[src/rtl/guess_input_ctrl_pkg.sv]
// Shared constants and types for the button front end.
//   GUESS_W                 : width of user_guess / mole position
//   N_BTN                   : number of position buttons (one per mole position)
//   DEBOUNCE_CYCLES_DEFAULT : 10 ms at 100 MHz, shared so every user of the
//                             debounce width agrees on it
//   fsm_state_e             : press-acceptance FSM states
package guess_input_ctrl_pkg;

  localparam int GUESS_W                 = 3;
  localparam int N_BTN                   = 8;
  localparam int DEBOUNCE_CYCLES_DEFAULT = 1000000;

  typedef enum logic {
    ARMED    = 1'b0,
    WAIT_REL = 1'b1
  } fsm_state_e;

endpackage

[src/rtl/debounce_cell.sv]
// Two-flop synchronizer followed by a stability counter for one raw input.
// The output level changes only after the synchronized input has disagreed
// with it for DEBOUNCE_CYCLES consecutive clocks.
// Ports:
//   clk   : system clock
//   rst   : asynchronous active-high reset
//   raw   : asynchronous raw input
//   level : debounced (stable) level, registered
module debounce_cell
  import guess_input_ctrl_pkg::*;
#(
  parameter int DEBOUNCE_CYCLES = DEBOUNCE_CYCLES_DEFAULT
) (
  input  logic clk,
  input  logic rst,
  input  logic raw,
  output logic level
);

  localparam int CW = $clog2(DEBOUNCE_CYCLES + 1);
  localparam logic [CW-1:0] LAST = CW'(DEBOUNCE_CYCLES - 1);

  logic          sync1_reg;
  logic          sync2_reg;
  logic [CW-1:0] cnt_reg;

  always_ff @(posedge clk or posedge rst) begin
    if (rst) begin
      sync1_reg <= 1'b0;
      sync2_reg <= 1'b0;
      cnt_reg   <= '0;
      level     <= 1'b0;
    end else begin
      sync1_reg <= raw;
      sync2_reg <= sync1_reg;
      // Any sample agreeing with the current level restarts the count, so a
      // glitch shorter than DEBOUNCE_CYCLES can never flip the level.
      if (sync2_reg == level) begin
        cnt_reg <= '0;
      end else if (cnt_reg == LAST) begin
        level   <= sync2_reg;
        cnt_reg <= '0;
      end else begin
        cnt_reg <= cnt_reg + 1'b1;
      end
    end
  end

endmodule

[src/rtl/guess_input_ctrl.sv]
// Board-button front end for main_no_buttons. Debounces 8 position buttons
// and a restart button, turns a single accepted press into user_guess plus a
// one-cycle eval_now strobe, and exports restart as a debounced level.
// Ports:
//   clk          : system clock
//   rst          : asynchronous active-high reset
//   btn_raw      : raw position buttons, bit i = mole position i
//   restart_raw  : raw restart button
//   user_guess   : index of the last accepted press, held
//   eval_now     : one-cycle strobe, user_guess valid in the same cycle
//   restart_game : debounced restart level (registered)
//   multi_press  : one-cycle strobe when a press is rejected (>1 button down)
//   btn_db       : debounced button levels
module guess_input_ctrl
  import guess_input_ctrl_pkg::*;
#(
  parameter int DEBOUNCE_CYCLES = DEBOUNCE_CYCLES_DEFAULT
) (
  input  logic               clk,
  input  logic               rst,
  input  logic [N_BTN-1:0]   btn_raw,
  input  logic               restart_raw,
  output logic [GUESS_W-1:0] user_guess,
  output logic               eval_now,
  output logic               restart_game,
  output logic               multi_press,
  output logic [N_BTN-1:0]   btn_db
);

  logic       restart_db;
  fsm_state_e state_reg;

  genvar gi;
  generate
    for (gi = 0; gi < N_BTN; gi++) begin : g_btn
      debounce_cell #(.DEBOUNCE_CYCLES(DEBOUNCE_CYCLES)) u_db (
        .clk   (clk),
        .rst   (rst),
        .raw   (btn_raw[gi]),
        .level (btn_db[gi])
      );
    end
  endgenerate

  debounce_cell #(.DEBOUNCE_CYCLES(DEBOUNCE_CYCLES)) u_restart_db (
    .clk   (clk),
    .rst   (rst),
    .raw   (restart_raw),
    .level (restart_db)
  );

  // Popcount and index of the set bit. The index is only used when exactly
  // one bit is set, so plain "last set bit wins" encoding is sufficient.
  logic [3:0]         ones_cnt;
  logic [GUESS_W-1:0] btn_idx;

  always_comb begin
    ones_cnt = '0;
    btn_idx  = '0;
    for (int i = 0; i < N_BTN; i++) begin
      ones_cnt = ones_cnt + 4'(btn_db[i]);
      if (btn_db[i]) btn_idx = GUESS_W'(i);
    end
  end

  always_ff @(posedge clk or posedge rst) begin
    if (rst) begin
      state_reg    <= ARMED;
      user_guess   <= '0;
      eval_now     <= 1'b0;
      multi_press  <= 1'b0;
      restart_game <= 1'b0;
    end else begin
      eval_now     <= 1'b0;
      multi_press  <= 1'b0;
      restart_game <= restart_db;
      case (state_reg)
        ARMED: begin
          if (ones_cnt == 4'd1) begin
            // While restart is held the press is swallowed, but we still wait
            // for release so it cannot fire once restart drops.
            if (!restart_game) begin
              eval_now   <= 1'b1;
              user_guess <= btn_idx;
            end
            state_reg <= WAIT_REL;
          end else if (ones_cnt > 4'd1) begin
            multi_press <= 1'b1;
            state_reg   <= WAIT_REL;
          end
        end
        WAIT_REL: begin
          if (btn_db == '0) state_reg <= ARMED;
        end
        default: state_reg <= ARMED;
      endcase
    end
  end

endmodule

[config.mk]
export PLATFORM = sky130hd
export DESIGN_NAME = guess_input_ctrl
export DESIGN_NICKNAME = d
export VERILOG_FILES = /design/src/rtl/guess_input_ctrl_pkg.sv /design/src/rtl/debounce_cell.sv /design/src/rtl/guess_input_ctrl.sv
export SDC_FILE = /design/constraint.sdc
export NUM_CORES = 1
export LEC_CHECK = 0
export ABC_AREA = 0
export CAP_MARGIN = 30
export CORE_MARGIN = 4
export CORE_UTILIZATION = 45
export DETAILED_ROUTE_END_ITERATION = 6
export SLEW_MARGIN = 20
export SYNTH_ARGS = -nofsm -noshare
export SYNTH_HDL_FRONTEND = slang
export SYNTH_SLANG_ARGS = --single-unit
export TNS_END_PERCENT = 20
[constraint.sdc]
create_clock -name clk -period 7.5 [get_ports clk]
set_input_delay 1.5 -clock clk [delete_from_list [all_inputs] [get_ports clk]]
set_output_delay 1.5 -clock clk [all_outputs]
set_load 0.03 [all_outputs]
; Word-level counts from Yosys, hierarchy flattened
; Index checks and enable logic that the tools add are counted.
[word_totals]
regBits = 214
latch_bits = 0
ram_bits = 0
romBits = 0
n_memories = 0
[classes]
n_addsub = 16
multipliers = 0
n_div = 0
magnitude_cmp = 1
n_eq_ne = 19
shift = 0
muxes = 34
bitwise_logic = 11
n_reduce_logical = 11
[op_table]
columns = op, count
row1 = 20-bit 2-to-1 mux, 18
row2 = "20-bit by 1-bit adder with 20-bit output, second input constant", 9
row3 = "20-bit equality test, second input constant", 9
row4 = 3-bit 2-to-1 mux, 6
row5 = 2-bit AND reduction, 9
row6 = 4-bit by 1-bit adder with 4-bit output, 4
row7 = 1-bit NOT, 11
row8 = 1-bit equality test, 9
row9 = 1-bit 2-to-1 mux, 9
row10 = 8-bit logical NOT, 1
row11 = 3-bit by 1-bit adder with 4-bit output, 1
row12 = "4-bit by 1-bit equality test with 1-bit output, second input constant", 1
row13 = "4-bit by 1-bit > comparator with 1-bit output, second input constant", 1
row14 = 2-bit by 1-bit adder with 3-bit output, 1
row15 = 3-bit AND reduction, 1
row16 = 1-bit by 1-bit adder with 2-bit output, 1
row17 = 1-bit one-hot mux with 2 select lines, 1

; Longest topological paths before layout
[logic_depth]
word_depth = 11
ltp_mapped = 11

; Modules after synthesis
; Synthesis repeated with hierarchy kept, for this count alone.
[hier_totals]
hier_cells = 1028
hier_area_um2 = 10578.9
[by_module_without_submodules]
columns = module, n_inst, cells_per_inst, area_each_um2
row1 = debounce_cell, 9, 109, 1118.6
row2 = guess_input_ctrl, 1, 47, 511.7

; Worst setup path before layout
; Ideal clock, no wire load.
[synth_timing]
path_kind = reg2reg
start = register g_btn[0].u_db.level
end = register user_guess[1]
setup_time_ns = 0.125
t_arrival_ns = 3.606
required_ns = 7.375
path_slack_ns = 3.769
path_stages_with_launch = 11
path_cell_list = dfrtp_1 fa_1 inv_1 fa_1 fa_1 inv_1 ha_1 fa_1 nor4b_1 and2_0 mux2_2
[synth_via]
elab_chain_cells = 9
[synth_rtl]
columns = element, line
row1 = from (decl), debounce_cell.sv:17  ; output logic level
row2 = from (signal assigned), debounce_cell.sv:41  ; level <= sync2_reg;
row3 = 1-bit by 1-bit adder with 2-bit output, guess_input_ctrl.sv:61  ; ones_cnt = ones_cnt + 4'(btn_db[i]);
row4 = 2-bit by 1-bit adder with 3-bit output, guess_input_ctrl.sv:61
row5 = 3-bit by 1-bit adder with 4-bit output, guess_input_ctrl.sv:61
row6 = 4-bit by 1-bit adder with 4-bit output (4 in a row), guess_input_ctrl.sv:61
row7 = 4-bit by 1-bit equality test with 1-bit output, guess_input_ctrl.sv:79  ; if (ones_cnt == 4'd1) begin
row8 = 3-bit AND reduction (no source line), -
row9 = to (signal assigned), guess_input_ctrl.sv:84  ; user_guess <= btn_idx;
row10 = to (decl), guess_input_ctrl.sv:23  ; output logic [GUESS_W-1:0] user_guess,
; Every way passes these cells.
; A chain may end at the register's enable or synchronous reset.

; Worst setup path after layout
; Same ends and word-level chain as after synthesis.

==> run metrics <==
die height=around 160 um; leading area contributor after synthesis=dfrtp_1; drt drc=0; Required @ worst endpoint=~7.9 ns; Rows=55; IO Port Bufs=24; nets=~1,100; Die ar.=25,680 um^2; CTS Buffer Depth=3; static leakage=between 4 and 5 nW; FF-to-FF setup slack=3.52 ns; number of synthesized flops with an enable pin=0; PnR Total Power=0.002472 W; largest net degree at the start of global routing=about 110; critical setup path kind=flop to flop; first-pass GRT wire length=between 30 and 40 mm; WL/cell=14.68 um; DR vias=7,585; final core utilization=between 50% and 60%; Mean Syn Cell Area=roughly 10 um^2; synthesized cell area=between 10,000 and 15,000 um^2; clock skew=around 0.018 ns; die width=about 160 um; I/O pin total=25; RSZ-0062 raised after global routing=false; initial antenna violation count=0; share of layout cells above drive strength 1=7.064%; final hold vios=0; power density over the cells=around 210 nW/um^2; # H-tree levels=1; sequential fraction of the synthesis area=approximately half; WP data arrival=roughly 4.4 ns; top_reg_cell synth=dfrtp_1; Worst-Margin Slew=approximately 0.85 ns; register bit count reported by yosys=approximately 210; Remaining Overflow, GRT=0; peak supply drop=approximately 0.16 mV; Final ANT Viol Nets=0; ranking of synthesized cells by area=dfrtp_1 (51%), xnor2_1 (7.5%), nor2_1 (5.7%); Post-CTS Hold Buffers=0; outcome=finished clean; max-slew violations=0; CTS Root Cell=clkbuf_16; Async SR Flop Fraction=between 90% and 100%; CP Capture Type=flop; crit start category=flop; Tcrit/Tclk final=between 50% and 60%; worst-skew pair later-pin latency=~0.51 ns; DR vias/cell=5.516; CTS tree=yes; GR Util met1=a little under a quarter; fin crit period=~4 ns; CTS Buf Count=25; number of global-route vias before repair=7,429; Tot GR Track Use=between 10% and 20%; Mapped Nets=roughly 1,100; Fmax=~250 MHz; GP Congestion=about 0.8; HP Class=flop to flop; yosys warns=0; Layout area overhead=13.03%; Syn Inst Count=between 1,000 and 1,500; placeable core area=about 23,000 um^2; CTS Sinks=214; Yosys cell types=a little under 50; met2 GRT Util=approximately a quarter; Worst-path clk slew=~0.060 ns; relative slew slack=~43%; met3 usage in global routing=~2.8%; Routed WL=20.19 mm; post-cts sizing count=0; # diodes=0; # Post-CTS Setup Buffers=0; DPL Wire Length=13.48 mm; gr busiest metal=met2; post-synth top area share=approximately half; final setup fails=0; Max Cap Viol=0; starting density of the core=a little under half; Largest register FFs=between 150 and 200; Starting DRT DRC Count=between 300 and 400; sum of negative setup slack=0 ns; crit-path max FO=5; first drt pass iteration count=5
-- layout by cell type (no fill, tap or decap), types with 13 or more instances in the layout --
cell type,instances
dfrtp_1,214
nor2_1,158
xnor2_1,89
nand3_1,70
nand2_1,56
a21oi_1,42
xor2_1,41
nand4_1,39
nor4_1,39
inv_1,36
nor3_1,33
clkbuf_16,25
or3_1,24
clkdlybuf4s50_1,24
o21ai_0,23
and3_1,21
or4_1,17
o31ai_1,16
ha_1,13
-- cell usage after synthesis (24+ instances only) --
cell type and instances:
dfrtp_1 214, nor3_1 33, nor2_1 158, nand3_1 70, a21oi_1 42, inv_1 37
nor4_1 39, or3_1 24, nand2_1 56, xor2_1 41, xnor2_1 89, nand4_1 39
-- metal layers --
| metal | vias to the layer above | part of all wire [%] |
|---|---|---|
| li1 | 3776 | - |
| met2 | 81 | 46 |
| met4 | 0 | 1.8 |
| met5 | - | 0 |
| met3 | 28 | 3.7 |
| met1 | 3700 | 48 |
-- critical path: stages, from the launching register on --
cell     delay [ns]
dfrtp_1        0.44
fa_1           0.55
inv_1          0.05
fa_1           0.44
fa_1           0.49
inv_1          0.04
ha_1           0.20
fa_1           0.48
nor4b_1        0.54
and2_0         0.29
mux2_2         0.35
-- per-stage QoR --
step / area (um^2) / instances / hold WS (ns) / worst slack (ns)
4_1_cts: 11790 / 1375 / 0.3347 / 3.464
3_3_place_gp: 10960 / 1333 / 0.3334 / 3.539
3_5_place_dp: 10960 / 1333 / 0.3347 / 3.465
5_1_grt: 11790 / 1375 / 0.3508 / 3.206
6_report: 11790 / 1375 / 0.3401 / 3.519
2_1_floorplan: 10430 / 1044 / 0.3312 / 0.1491
-- worst paths after layout --
check / from / end / depth (start not counted)
worst min register to register: g_btn[0].u_db.sync1_reg / g_btn[0].u_db.sync2_reg / 0
min in group asynchronous: rst / g_btn[3].u_db.cnt_reg[10] / 2
worst min-delay path: g_btn[0].u_db.sync1_reg / g_btn[0].u_db.sync2_reg / 0
worst max register to register: g_btn[0].u_db.level / user_guess[1] / 10
max in group asynchronous: rst / g_btn[7].u_db.cnt_reg[4] / 3
worst max-delay path: g_btn[0].u_db.level / user_guess[1] / 10
-- kinds of logic after synthesis --
logic type               count (synthesis)  synth area share [%]
buffers and inverters                   66                 2.879
XOR/XNOR                               130                 10.92
flip-flops                             214                 51.35
AND/OR/NAND/NOR                        506                 25.37
adder cells (fa/ha/maj)                 17                 2.328
multiplexers                            12                 1.272
AO/OA/AOI/OAI                           99                 5.879
-- cell type report --
cell class                 count  area [um^2]
fill                        2090        10920
sequential                   214         5355
multi-input combinational    764         4798
clock buffer                  35        713.2
tap                          285        356.6
timing repair buffer          33        307.8
inverter                      37        146.4
clock inverter                 7        110.1
-- report_power, final --
| group | leakage (nW) | total (W) | internal (W) | switching, W |
|---|---|---|---|---|
| clock | 0.408 | 0.00121 | 0.000759 | 0.000454 |
| sequential | 2.93 | 0.00119 | 0.00117 | 0.0000158 |
| combinational | 1.33 | 0.0000722 | 0.0000217 | 0.0000505 |
| total | 4.66 | 0.00247 | 0.00195 | 0.000520 |
Note: power is estimated with default switching activity, not from simulation.
